$ cat config.mk
export PLATFORM = sky130hd
export DESIGN_NAME = pwm_meter
export DESIGN_NICKNAME = d
export VERILOG_FILES = /design/src/rtl/pwm_meter.sv
export SDC_FILE = /design/constraint.sdc
export NUM_CORES = 1
export LEC_CHECK = 0
export BUFFER_PORTS_ARGS = -buffer_cell sky130_fd_sc_hd__buf_4
export CORE_MARGIN = 2
export CORE_UTILIZATION = 48
export CTS_CLUSTER_SIZE = 12
export DETAILED_ROUTE_END_ITERATION = 12
export HOLD_SLACK_MARGIN = 0.02
export PLACE_DENSITY_LB_ADDON = 0.15
export SKIP_CTS_REPAIR_TIMING = 1
export SYNTH_ARGS = -nofsm -noshare
export SYNTH_HDL_FRONTEND = slang
export SYNTH_SLANG_ARGS = --single-unit
$ cat constraint.sdc
create_clock -name sys_clk -period 2.4 [get_ports sys_clk]
set_input_delay 0.48 -clock sys_clk [delete_from_list [all_inputs] [get_ports sys_clk]]
set_output_delay 0.48 -clock sys_clk [all_outputs]
set_load 0.005 [all_outputs]
$ cat src/rtl/pwm_meter.sv
// pwm_meter: measures period and high time of an asynchronous PWM input
// in sys_clk cycles and flags an edge-less input after a timeout.
module pwm_meter #(
  parameter int CNT_W       = 16,
  parameter int CNT_TIMEOUT = 1000
) (
  input  logic             sys_clk,
  input  logic             sys_rst_n,
  input  logic             pwm_in,
  output logic [CNT_W-1:0] period,
  output logic [CNT_W-1:0] high_time,
  output logic             valid,
  output logic             timeout,
  output logic             stuck_level
);

  typedef enum logic {
    IDLE,
    MEAS
  } state_t;

  localparam logic [CNT_W-1:0] TMO = CNT_W'(CNT_TIMEOUT);
  localparam logic [CNT_W-1:0] ONE = CNT_W'(1);

  logic pwm_m;
  logic pwm_s;
  logic pwm_d;
  logic rise;

  state_t           state_q;
  state_t           state_d;
  logic [CNT_W-1:0] cnt_per_q;
  logic [CNT_W-1:0] cnt_per_d;
  logic [CNT_W-1:0] cnt_high_q;
  logic [CNT_W-1:0] cnt_high_d;
  logic [CNT_W-1:0] period_d;
  logic [CNT_W-1:0] high_d;
  logic             valid_d;
  logic             timeout_d;
  logic             stuck_d;

  always_ff @(posedge sys_clk or negedge sys_rst_n) begin
    if (!sys_rst_n) begin
      pwm_m <= 1'b0;
      pwm_s <= 1'b0;
      pwm_d <= 1'b0;
    end else begin
      pwm_m <= pwm_in;
      pwm_s <= pwm_m;
      pwm_d <= pwm_s;
    end
  end

  assign rise = pwm_s & ~pwm_d;

  always_ff @(posedge sys_clk or negedge sys_rst_n) begin
    if (!sys_rst_n) begin
      state_q     <= IDLE;
      cnt_per_q   <= '0;
      cnt_high_q  <= '0;
      period      <= '0;
      high_time   <= '0;
      valid       <= 1'b0;
      timeout     <= 1'b0;
      stuck_level <= 1'b0;
    end else begin
      state_q     <= state_d;
      cnt_per_q   <= cnt_per_d;
      cnt_high_q  <= cnt_high_d;
      period      <= period_d;
      high_time   <= high_d;
      valid       <= valid_d;
      timeout     <= timeout_d;
      stuck_level <= stuck_d;
    end
  end

  // The rise cycle is the first cycle of the new period, hence reload to 1.
  always_comb begin
    state_d    = state_q;
    cnt_per_d  = cnt_per_q;
    cnt_high_d = cnt_high_q;
    period_d   = period;
    high_d     = high_time;
    valid_d    = 1'b0;
    timeout_d  = timeout;
    stuck_d    = stuck_level;
    unique case (state_q)
      IDLE: begin
        if (rise) begin
          cnt_per_d  = ONE;
          cnt_high_d = ONE;
          timeout_d  = 1'b0;
          state_d    = MEAS;
        end
      end
      MEAS: begin
        if (rise) begin
          period_d   = cnt_per_q;
          high_d     = cnt_high_q;
          valid_d    = 1'b1;
          cnt_per_d  = ONE;
          cnt_high_d = ONE;
        end else if (cnt_per_q == TMO) begin
          state_d   = IDLE;
          timeout_d = 1'b1;
          stuck_d   = pwm_s;
        end else begin
          cnt_per_d = cnt_per_q + ONE;
          if (pwm_s) begin
            cnt_high_d = cnt_high_q + ONE;
          end
        end
      end
      default: state_d = IDLE;
    endcase
  end

endmodule
Word-level counts from Yosys, hierarchy flattened. Index checks and enable logic that the tools add are counted.

Bits of input ports: 3. Bits in registers: 71. Logic and storage cells: 45.

Bitwise logic cells: 4. Multiplexer cells: 17. Equal/unequal tests: 6. Reductions and logical operators: 5. Add/subtract/negate cells: 2.

Operators by type and width (count): two-way mux 16 bit (6); one-hot mux 16 bit (2 select lines) (2); adder 16 x 1 -> 16 bit (second input constant) (2); equality test 16 x 10 -> 1 bit (second input constant) (1); AND reduction 3 bit (3); two-way mux 1 bit (7); != test 3 bit (second input constant) (2); != test 2 bit (second input constant) (2); one-hot mux 1 bit (2 select lines) (2); AND reduction 2 bit (2); inverter 1 bit (3); != test 2 x 1 -> 1 bit (second input constant) (1); bitwise AND 1 bit (1).

Depth between registers and ports, before layout. Gate-level depths: netlist of the first run.

Word-level depth: 5. Mapped depth: 7. Gate-level depth less buffers: 6.

Worst setup path after synthesis of the first run. OpenSTA, ideal clock, no wires.

Path kind: register to register. From: register cnt_per_q[0]. To: register cnt_high_q[3]. Setup slack: 0.428 ns. Arrival: 1.845 ns. Clock period less this slack: 1.972 ns. Buffers on the path: 1. Cell stages (with the launch flop): 8. Cell sequence: dfrtp_1 -> inv_1 -> ha_1 -> or3b_2 -> o41ai_4 -> buf_6 -> nor4_1 -> a311o_1.

Cells in the longest elaborated chain, start to end: 3.

Ends and longest elaborated chain: from (decl) (RTL line 32) `logic [CNT_W-1:0] cnt_per_q;`; from (signal assigned) (RTL line 68) `cnt_per_q <= cnt_per_d;`; equality test 16 x 10 -> 1 bit (RTL line 104) `end else if (cnt_per_q == TMO) begin`; != test 3 bit (no line); AND reduction 3 bit (no line); to (signal assigned) (RTL line 69) `cnt_high_q <= cnt_high_d;`; to (decl) (RTL line 34) `logic [CNT_W-1:0] cnt_high_q;`.

Every way passes these cells. A chain may end at the register's enable or synchronous reset.

Final worst setup path of the first run. Same ends and word-level chain as after synthesis.

==> results.toml, run 1 <==
[status]
status = "finished, final reports clean"

[synthesis]
synthMuxAreaShare_pct = 8.26
synth-simple-area-share_pct = 21.2
ys.flop_type = "dfrtp_1"
mappedNetlistArea_um2 = 3390
synth_cell_types = 52
yosys_warnings = 0
synth_compound_area_share_pct = 10.9
synth.avg_cell_area_um2 = 10.7
synth_edf_count = 0
synth_top_family_by_area = "simple AND/OR/NAND/NOR gates"
ys_seq_area_share_pct = 52.4
ys_seq_elements = 71
synth_nets = 323
async_flop_share_pct = 100
yosys.area.top_type = "dfrtp_1"
synth_top_area_share_pct = 52.4
synth_xor_area_share_pct = 2.32
synth_area_leaders = "dfrtp_1, mux2_2, nand2_1"
synthCells = 317
synth_fa_ha_area_share_pct = 1.11

[drt]
firstDrtPassIters = 4
vias_per_cell = 5.60
wl_per_cell_um = 16.3
drc = 0
vias = 2566
wl_um = 7470
ant_nets = 0
drt_first_iter_violations = 155

[power_and_ir_drop]
p_leak_nw = 1.90
cellPowerDensity_nw_per_um2 = 757
peakVddDrop_v = 0.000403
design_power_total_mw = 3.08

[placed_design]
hpwl_um = 5080
portBuffers = 37
dpl_worst_slack_ns = 0.310
dpl_cell_area_um2 = 3790
gp_congestion = 0.813

[global_routing]
grt_first_pass_wirelength_um = 12600
antenna_found_initial = 0
gr-total-overflow = 0
grt_pass1_vias = 2406
grt_max_degree = 41
grt_usage_pct = 21.5

[die]
rows = 30
initial_core_util_pct = 49.7
io_pins = 38
dieArea_um2 = 7760
core_um2 = 6830
die_h_um = 88.1
fp.dieW_um = 88.1

[worst_setup_path]
crit_required_ns = 2.64
crit_type = "flop to flop"
cp.arrival_ns = 2.34
cp-end-kind = "flop"
critPathMaxStageDelay_ns = 0.51
worst_path_max_delay_cell = "or3b_2"
worst-path-max-fanout = 6
crit_path_cell_trace = "inv_1 -> ha_1 -> or3b_2 -> o41ai_4 -> nor4_1 -> a311o_1"
worstSetupStartpointType = "flop"

[timing]
final.period_utilization_pct = 87.5
slew_viol_final = 0
rsz0062_at_grt = "no"
relSlewSlack_pct = 60.0
setup_viol = 0
worst_slack_ns = 0.301
max_freq_mhz = 476
finalSetupTns_ns = 0
final.setup_skew_ns = 0.00897
hold_viol = 0
tightestPinTransition_ns = 0.598
post-route-min-period_ns = 2.10

[cells_and_area]
nNetsFinal = 363
final_common_cell = "dfrtp_1"
drive_above_1_share_pct = 27.6
area_growth_pct = 20.0
fin_util_pct = 59.6
fin_area_um2 = 4070
diodes = 0
nFillCells = 590
mostFrequentLayoutCells = "dfrtp_1, buf_4, nand2_1, mux2_2, nor2_1"

[clock_tree]
numCtsBuffers = 9
cts_tree = "yes"
path_clk_slew_ns = 0.08
cts_num_sinks = 71
root_buffer = "clkbuf_8"
cts.htree.levels = 3
max-clock-path-buffers = 2
clkLatencyLatePin_ns = 0.35

[hold_path]
hold_path.class = "input pin to async pin"

[run]
drv_cap = 0
==> metrics by stage <==
stage | std cells | hold slack [ns]
2_1_floorplan | 317 | 0.184
3_3_place_gp | 442 | 0.333
3_5_place_dp | 442 | 0.337
4_1_cts | 458 | 0.0698
5_1_grt | 458 | 0.0825
6_report | 458 | 0.0558
==> where the power goes <==
group	total (mW)	leakage, nW	internal [mW]	switching, mW
Sequential	1.39	0.958	1.29	0.101
Combinational	0.378	0.806	0.188	0.190
Clock	1.31	0.136	0.852	0.458
Total	3.08	1.90	2.33	0.749
==> worst max-delay path, delay by kind of cell (launching register included) <==
family / cells / cell delay (ns)
buf+inv: 1 / 0.10
simple gates: 2 / 0.62
flops: 1 / 0.42
fa+ha+maj: 1 / 0.16
compound gates: 2 / 0.69
==> routing by layer <==
metal	up-vias	GRT usage (%)	part of all wire [%]
met4	0	8.68	2.0
met1	1243	32.7	50
met5	-	0	0
li1	1236	-	-
met3	11	4.90	5.2
met2	76	29.5	43
==> sequential cells by signal, indices dropped and copies added (netlist names) <==
signal,count
cnt_high_q,16
cnt_per_q,16
high_time,16
period,16
pwm_d,1
pwm_m,1
pwm_s,1
state_q,1
stuck_level,1
timeout,1
valid,1
==> worst paths after layout <==
check | from | depth (start not counted) | to | slack, ns
min | sys_rst_n | 1 | cnt_per_q[9] | 0.06
min reg2reg | pwm_m | 0 | pwm_s | 0.35
min in group sys_clk | pwm_in | 1 | pwm_m | 0.23
max reg2reg | cnt_per_q[0] | 6 | cnt_high_q[3] | 0.30
max in group asynchronous | sys_rst_n | 2 | cnt_high_q[13] | 1.79
max | cnt_per_q[0] | 6 | cnt_high_q[3] | 0.30
==> cells by family after synthesis <==
family / count (synthesis)
and+or+nand+nor: 130
DFF: 71
AOI/OAI and AO/OA: 49
buffers and inverters: 30
muxes: 25
xor gates and xnor gates: 9
adders and majority gates: 3
==> cells in the mapped netlist, drive strengths merged (5+ instances only) <==
| cell type | number |
|---|---|
| mux2 | 24 |
| nor2 | 18 |
| nand2 | 33 |
| or4 | 5 |
| inv | 12 |
| buf | 6 |
| or3 | 7 |
| nor3 | 5 |
| clkbuf | 12 |
| xor2 | 5 |
| o21ai | 13 |
| nand2b | 11 |
| o311ai | 8 |
| a21oi | 8 |
| nand4 | 16 |
| dfrtp | 71 |
| nand3 | 12 |
==> layout make-up <==
| class | count | area, um^2 | area share, % |
|---|---|---|---|
| Inverter | 12 | 45.0 | 1.11 |
| Sequential cell | 71 | 1780 | 43.6 |
| Clock inverter | 5 | 128 | 3.13 |
| Clock buffer | 11 | 151 | 3.72 |
| Timing Repair Buffer | 47 | 365 | 8.97 |
| Tap cell | 96 | 120 | 2.95 |
| Multi-Input combinational cell | 216 | 1490 | 36.5 |
Note: power is estimated with default switching activity, not from simulation.
==> run 2: changes to the inputs <==
--- a/config.mk
+++ b/config.mk
@@ -5,11 +5,12 @@
 export SDC_FILE = /design/constraint.sdc
 export NUM_CORES = 1
 export LEC_CHECK = 0
-export BUFFER_PORTS_ARGS = -buffer_cell sky130_fd_sc_hd__buf_4
+export ABC_AREA = 1
 export CORE_MARGIN = 2
 export CORE_UTILIZATION = 48
 export CTS_CLUSTER_SIZE = 12
 export DETAILED_ROUTE_END_ITERATION = 12
+export DONT_BUFFER_PORTS = 1
 export HOLD_SLACK_MARGIN = 0.02
 export PLACE_DENSITY_LB_ADDON = 0.15
 export SKIP_CTS_REPAIR_TIMING = 1
==> run 2 against run 1 <==
Against the previous run:
- largest power group unchanged
- via count up 12%
- critical path type unchanged
- clock skew down 0.0014 ns
- global-route usage down 0.32 points
==> results.toml, run 2 <==
[synthesis]
synth.most_common_cell = "nand2_1"
async_flop_share_pct = 100
yosys.area.top_type = "dfrtp_1"
mappedNetlistArea_um2 = 3570
synth_nets = 441
synth_area_leaders = "dfrtp_1, nand2_1, o21ai_0"
synth_common_cells = "nand2_1, dfrtp_1, inv_1"
ys_seq_area_share_pct = 49.8
ys_seq_elements = 71
ys.flop_type = "dfrtp_1"
synth_edf_count = 0
synth_top_area_share_pct = 49.8
synth.avg_cell_area_um2 = 8.20
yosys_warnings = 0
synthCells = 435
synth_cell_types = 27

[placed_design]
gp_congestion = 0.893
hpwl_um = 5600
portBuffers = 0
dpl_cell_area_um2 = 3640
placed_cells = 524
dpl_worst_slack_ns = 0.669

[timing]
final.setup_skew_ns = 0.00757
rsz0062_at_grt = "no"
final.period_utilization_pct = 72.6
slew_viol_final = 0
post-route-min-period_ns = 1.74
relSlewSlack_pct = 58.8
hold_viol = 0
worst_slack_ns = 0.658
setup_viol = 0
tightestPinTransition_ns = 0.614
max_freq_mhz = 574
finalSetupTns_ns = 0
whs_ns = 0.0123

[drt]
vias = 2862
firstDrtPassIters = 4
ant_nets = 0
drc = 0
vias_per_cell = 5.30
wl_per_cell_um = 14.9
drt_first_iter_violations = 123
wl_um = 8020

[cells_and_area]
nFillCells = 707
mostFrequentLayoutCells = "nand2_1, dfrtp_1, inv_1, o21ai_0, nor2_1"
stdcell_count = 540
multiInputGateArea_um2 = 1530
nNetsFinal = 443
seq_area_um2 = 1780
drive_above_1_share_pct = 12.9
fin_util_pct = 53.1
diodes = 0
area_growth_pct = 7.37
final_common_cell = "nand2_1"
fin_area_um2 = 3830

[worst_setup_path]
crit_required_ns = 2.66
worstSetupStartpointType = "flop"
cp.arrival_ns = 2.00
critPathMaxStageDelay_ns = 0.41
crit_path_cell_trace = "inv_2 -> nor2_4 -> inv_2 -> nor2_4 -> inv_2 -> buf_12 -> nand2_1 -> o21ai_1"
worst-path-max-fanout = 40
cp-end-kind = "flop"
crit_type = "flop to flop"
path_common_cell = "inv_2"
worst_path_max_delay_cell = "dfrtp_1"

[status]
status = "finished, final reports clean"

[die]
io_pins = 38
rows = 31
initial_core_util_pct = 49.4
die_h_um = 90.2
core_um2 = 7210
fp.dieW_um = 90.2
dieArea_um2 = 8130

[global_routing]
antenna_found_initial = 0
grt_max_degree = 72
gr-total-overflow = 0
grt_usage_pct = 21.2
grt_first_pass_wirelength_um = 13900
grt_pass1_vias = 2744

[run]
drv_cap = 0

[clock_tree]
cts.htree.levels = 3
path_clk_slew_ns = 0.07
max-clock-path-buffers = 2
root_buffer = "clkbuf_8"
cts_num_sinks = 71
numCtsBuffers = 9
cts_tree = "yes"
clkLatencyLatePin_ns = 0.34

[power_and_ir_drop]
design_power_total_mw = 2.58
cellPowerDensity_nw_per_um2 = 673
peakVddDrop_v = 0.000335
p_leak_nw = 1.69

[hold_path]
hold_path.class = "input pin to async pin"
[run 2: cell type report]
class	count	share of cell area [%]
Clock inverter	1	0.131
Inverter	48	4.71
Timing Repair Buffer	4	1.63
Tap cell	99	3.24
Multi-Input combinational cell	303	39.9
Clock buffer	14	3.99
Sequential cell	71	46.4
[run 2: report_power, final]
part           switching, mW  internal (mW)
registers              0.118           1.31
logic                  0.221          0.115
clock network          0.415          0.399
[run 2: routing by layer]
layer  global-route usage, %  vias up  wire [um]
met1                    32.2     1342       4170
met3                    4.69        7        458
li1                        -     1439          -
met4                    7.82        0         58
met5                       0        -          0
met2                    29.4       74       3330
[run 2: final timing paths]
check | cells past startpoint | start | slack, ns | end
worst max-delay path | 8 | pwm_s | 0.66 | high_time[9]
worst max register to register | 8 | pwm_s | 0.66 | high_time[9]
worst min register to register | 0 | pwm_m | 0.35 | pwm_s
worst min-delay path | 1 | sys_rst_n | 0.01 | high_time[4]
min in group sys_clk | 0 | pwm_in | 0.16 | pwm_m
max in group asynchronous | 1 | sys_rst_n | 2.09 | cnt_high_q[12]
[run 2: logic make-up after synthesis]
| kind of cell | count (synthesis) | share of synthesized area, % |
|---|---|---|
| and+or+nand+nor | 228 | 30.5 |
| xor gates and xnor gates | 2 | 0.491 |
| DFF | 71 | 49.8 |
| adders and majority gates | 3 | 1.05 |
| buffers and inverters | 61 | 7.33 |
| AOI/OAI and AO/OA | 70 | 10.8 |
[run 2: worst max-delay path, delay by kind of cell (launching register included)]
kind / cells / cell delay [ns]
AOI/OAI and AO/OA: 1 / 0.09
buffers and inverters: 4 / 0.98
DFF: 1 / 0.41
and+or+nand+nor: 3 / 0.17
==> run 3: changes to the inputs <==
==> constraint.sdc (replaced) <==
create_clock -name sys_clk -period 1.8 [get_ports sys_clk]
set_input_delay 0.36 -clock sys_clk [delete_from_list [all_inputs] [get_ports sys_clk]]
set_output_delay 0.36 -clock sys_clk [all_outputs]
set_load 0.005 [all_outputs]
==> run 3 against run 2 <==
Against the previous run:
- the run now ends with hold timing left
- count of clock-buffer cells in the layout shrank 4
- sequential share of layout area shrank 1.4 points
- fmax rose by 5.2%
- combinational power grew 27%
- via count is 1.0% higher
- first-iteration DRC count increased by 27%
- power is 52% higher
- final area rose by 3.2%
- die area unchanged
- sequential power is 33% higher
- cell count grew 1.1%
- worst setup slack got worse by 0.51 ns
==> results.toml, run 3 (synthesis results as in run 2) <==
[hold_path]
hold_path.class = "input pin to async pin"

[cells_and_area]
final_common_cell = "nand2_1"
diodes = 0
nNetsFinal = 448
area_growth_pct = 10.8
mostFrequentLayoutCells = "nand2_1, dfrtp_1, inv_1, o21ai_0, nor2_1"
drive_above_1_share_pct = 15.0
nFillCells = 715

[global_routing]
grt_usage_pct = 21.4
grt_pass1_vias = 2729
grt_max_degree = 72
gr-total-overflow = 0
antenna_found_initial = 0
grt_first_pass_wirelength_um = 13800

[timing]
final.period_utilization_pct = 92.0
setup_viol = 0
tightestPinTransition_ns = 0.496
post-route-min-period_ns = 1.66
max_freq_mhz = 604
rsz0062_at_grt = "no"
hold_viol = 71
relSlewSlack_pct = 66.7
slew_viol_final = 0
final.setup_skew_ns = 0.00965
whs_ns = -0.307
finalSetupTns_ns = 0

[clock_tree]
cts_num_sinks = 71
cts.htree.levels = 3
path_clk_slew_ns = 0.08
clkLatencyLatePin_ns = 0.36
max-clock-path-buffers = 2
numCtsBuffers = 9
root_buffer = "clkbuf_8"
cts_tree = "yes"

[power_and_ir_drop]
design_power_total_mw = 3.91
cellPowerDensity_nw_per_um2 = 989
peakVddDrop_v = 0.000459
p_leak_nw = 1.76

[worst_setup_path]
crit_type = "flop to flop"
r2r_cells = 8
worst-path-max-fanout = 10
worstSetupStartpointType = "flop"
cp.arrival_ns = 1.89
cp-end-kind = "flop"
ff2ff_setup_slack_ns = 0.14
startpoint = "cnt_per_q[0]"
crit_required_ns = 2.04
r2r-start = "cnt_per_q[0]"
r2r_end = "cnt_high_q[1]"
crit_end = "cnt_high_q[1]"

[drt]
wl_met1_um = 4100
drt_first_iter_violations = 156
highest_layer = "met4"
ant_nets = 0
firstDrtPassIters = 4
vias_per_cell = 5.29
vias = 2891
wl_met2_um = 3330
wl_met3_um = 495
wl_per_cell_um = 14.7
drc = 0
wl_um = 8040

[die]
die_h_um = 90.2
dieArea_um2 = 8130
io_pins = 38
core_um2 = 7210
rows = 31
fp.dieW_um = 90.2
initial_core_util_pct = 49.4

[status]
violations = "hold timing"
status = "finished with violations"

[placed_design]
hpwl_um = 5630
gp_congestion = 0.814
portBuffers = 0

[run]
drv_cap = 0
run 3: area by class of cell:
class	instances	area, um^2	share of cell area (%)
clock buffers	10	138	3.48
clock inverters	6	108	2.72
inverters	48	180	4.56
multi-input cells	304	1540	38.9
flip-flops and latches	71	1780	45.0
well taps	99	124	3.13
repair buffers	8	87.6	2.22
run 3: metrics by stage:
stage	worst slack (ns)	std cells	hold slack [ns]	util (%)	instance area (um^2)
after floorplan	0.374	435	0.0644	-	3570
after global placement	0.203	528	0.0663	51.1	3690
after detailed placement	0.141	528	0.0662	51.1	3690
after CTS	0.0969	544	-0.326	54.5	3930
after global routing	0.00519	546	-0.332	54.8	3950
final	0.144	546	-0.307	54.8	3950
run 3: metal layers:
| layer | track usage [%] | vias to the layer above |
|---|---|---|
| li1 | - | 1447 |
| met1 | 32.7 | 1365 |
| met2 | 28.5 | 70 |
| met3 | 6.04 | 9 |
| met5 | 0 | - |
| met4 | 7.82 | 0 |
run 3: worst min path at each step:
| stage | endpoint | slack, ns | cells after the start |
|---|---|---|---|
| 2_1_floorplan | cnt_high_q[0] | 0.06 | 0 |
| 3_3_place_gp | high_time[4] | 0.07 | 0 |
| 3_5_place_dp | high_time[4] | 0.07 | 0 |
| 4_1_cts | period[2] | -0.33 | 0 |
| 5_1_grt | cnt_per_q[0] | -0.33 | 0 |
| 6_report | high_time[3] | -0.31 | 0 |
run 3: power breakdown:
group / leakage (nW) / internal [mW] / total (mW) / switching (mW)
combinational: 0.674 / 0.159 / 0.428 / 0.269
sequential: 0.960 / 1.74 / 1.90 / 0.158
clock: 0.122 / 0.953 / 1.58 / 0.624
run 3: worst max-delay path, stage by stage (launching register included):
cell and delay, ns:
dfrtp_1 0.42, inv_2 0.07, ha_1 0.19, nand3_1 0.13
nor2_4 0.06, nand3_4 0.11, nand3_2 0.34, nand2_2 0.16
o21ai_2 0.06
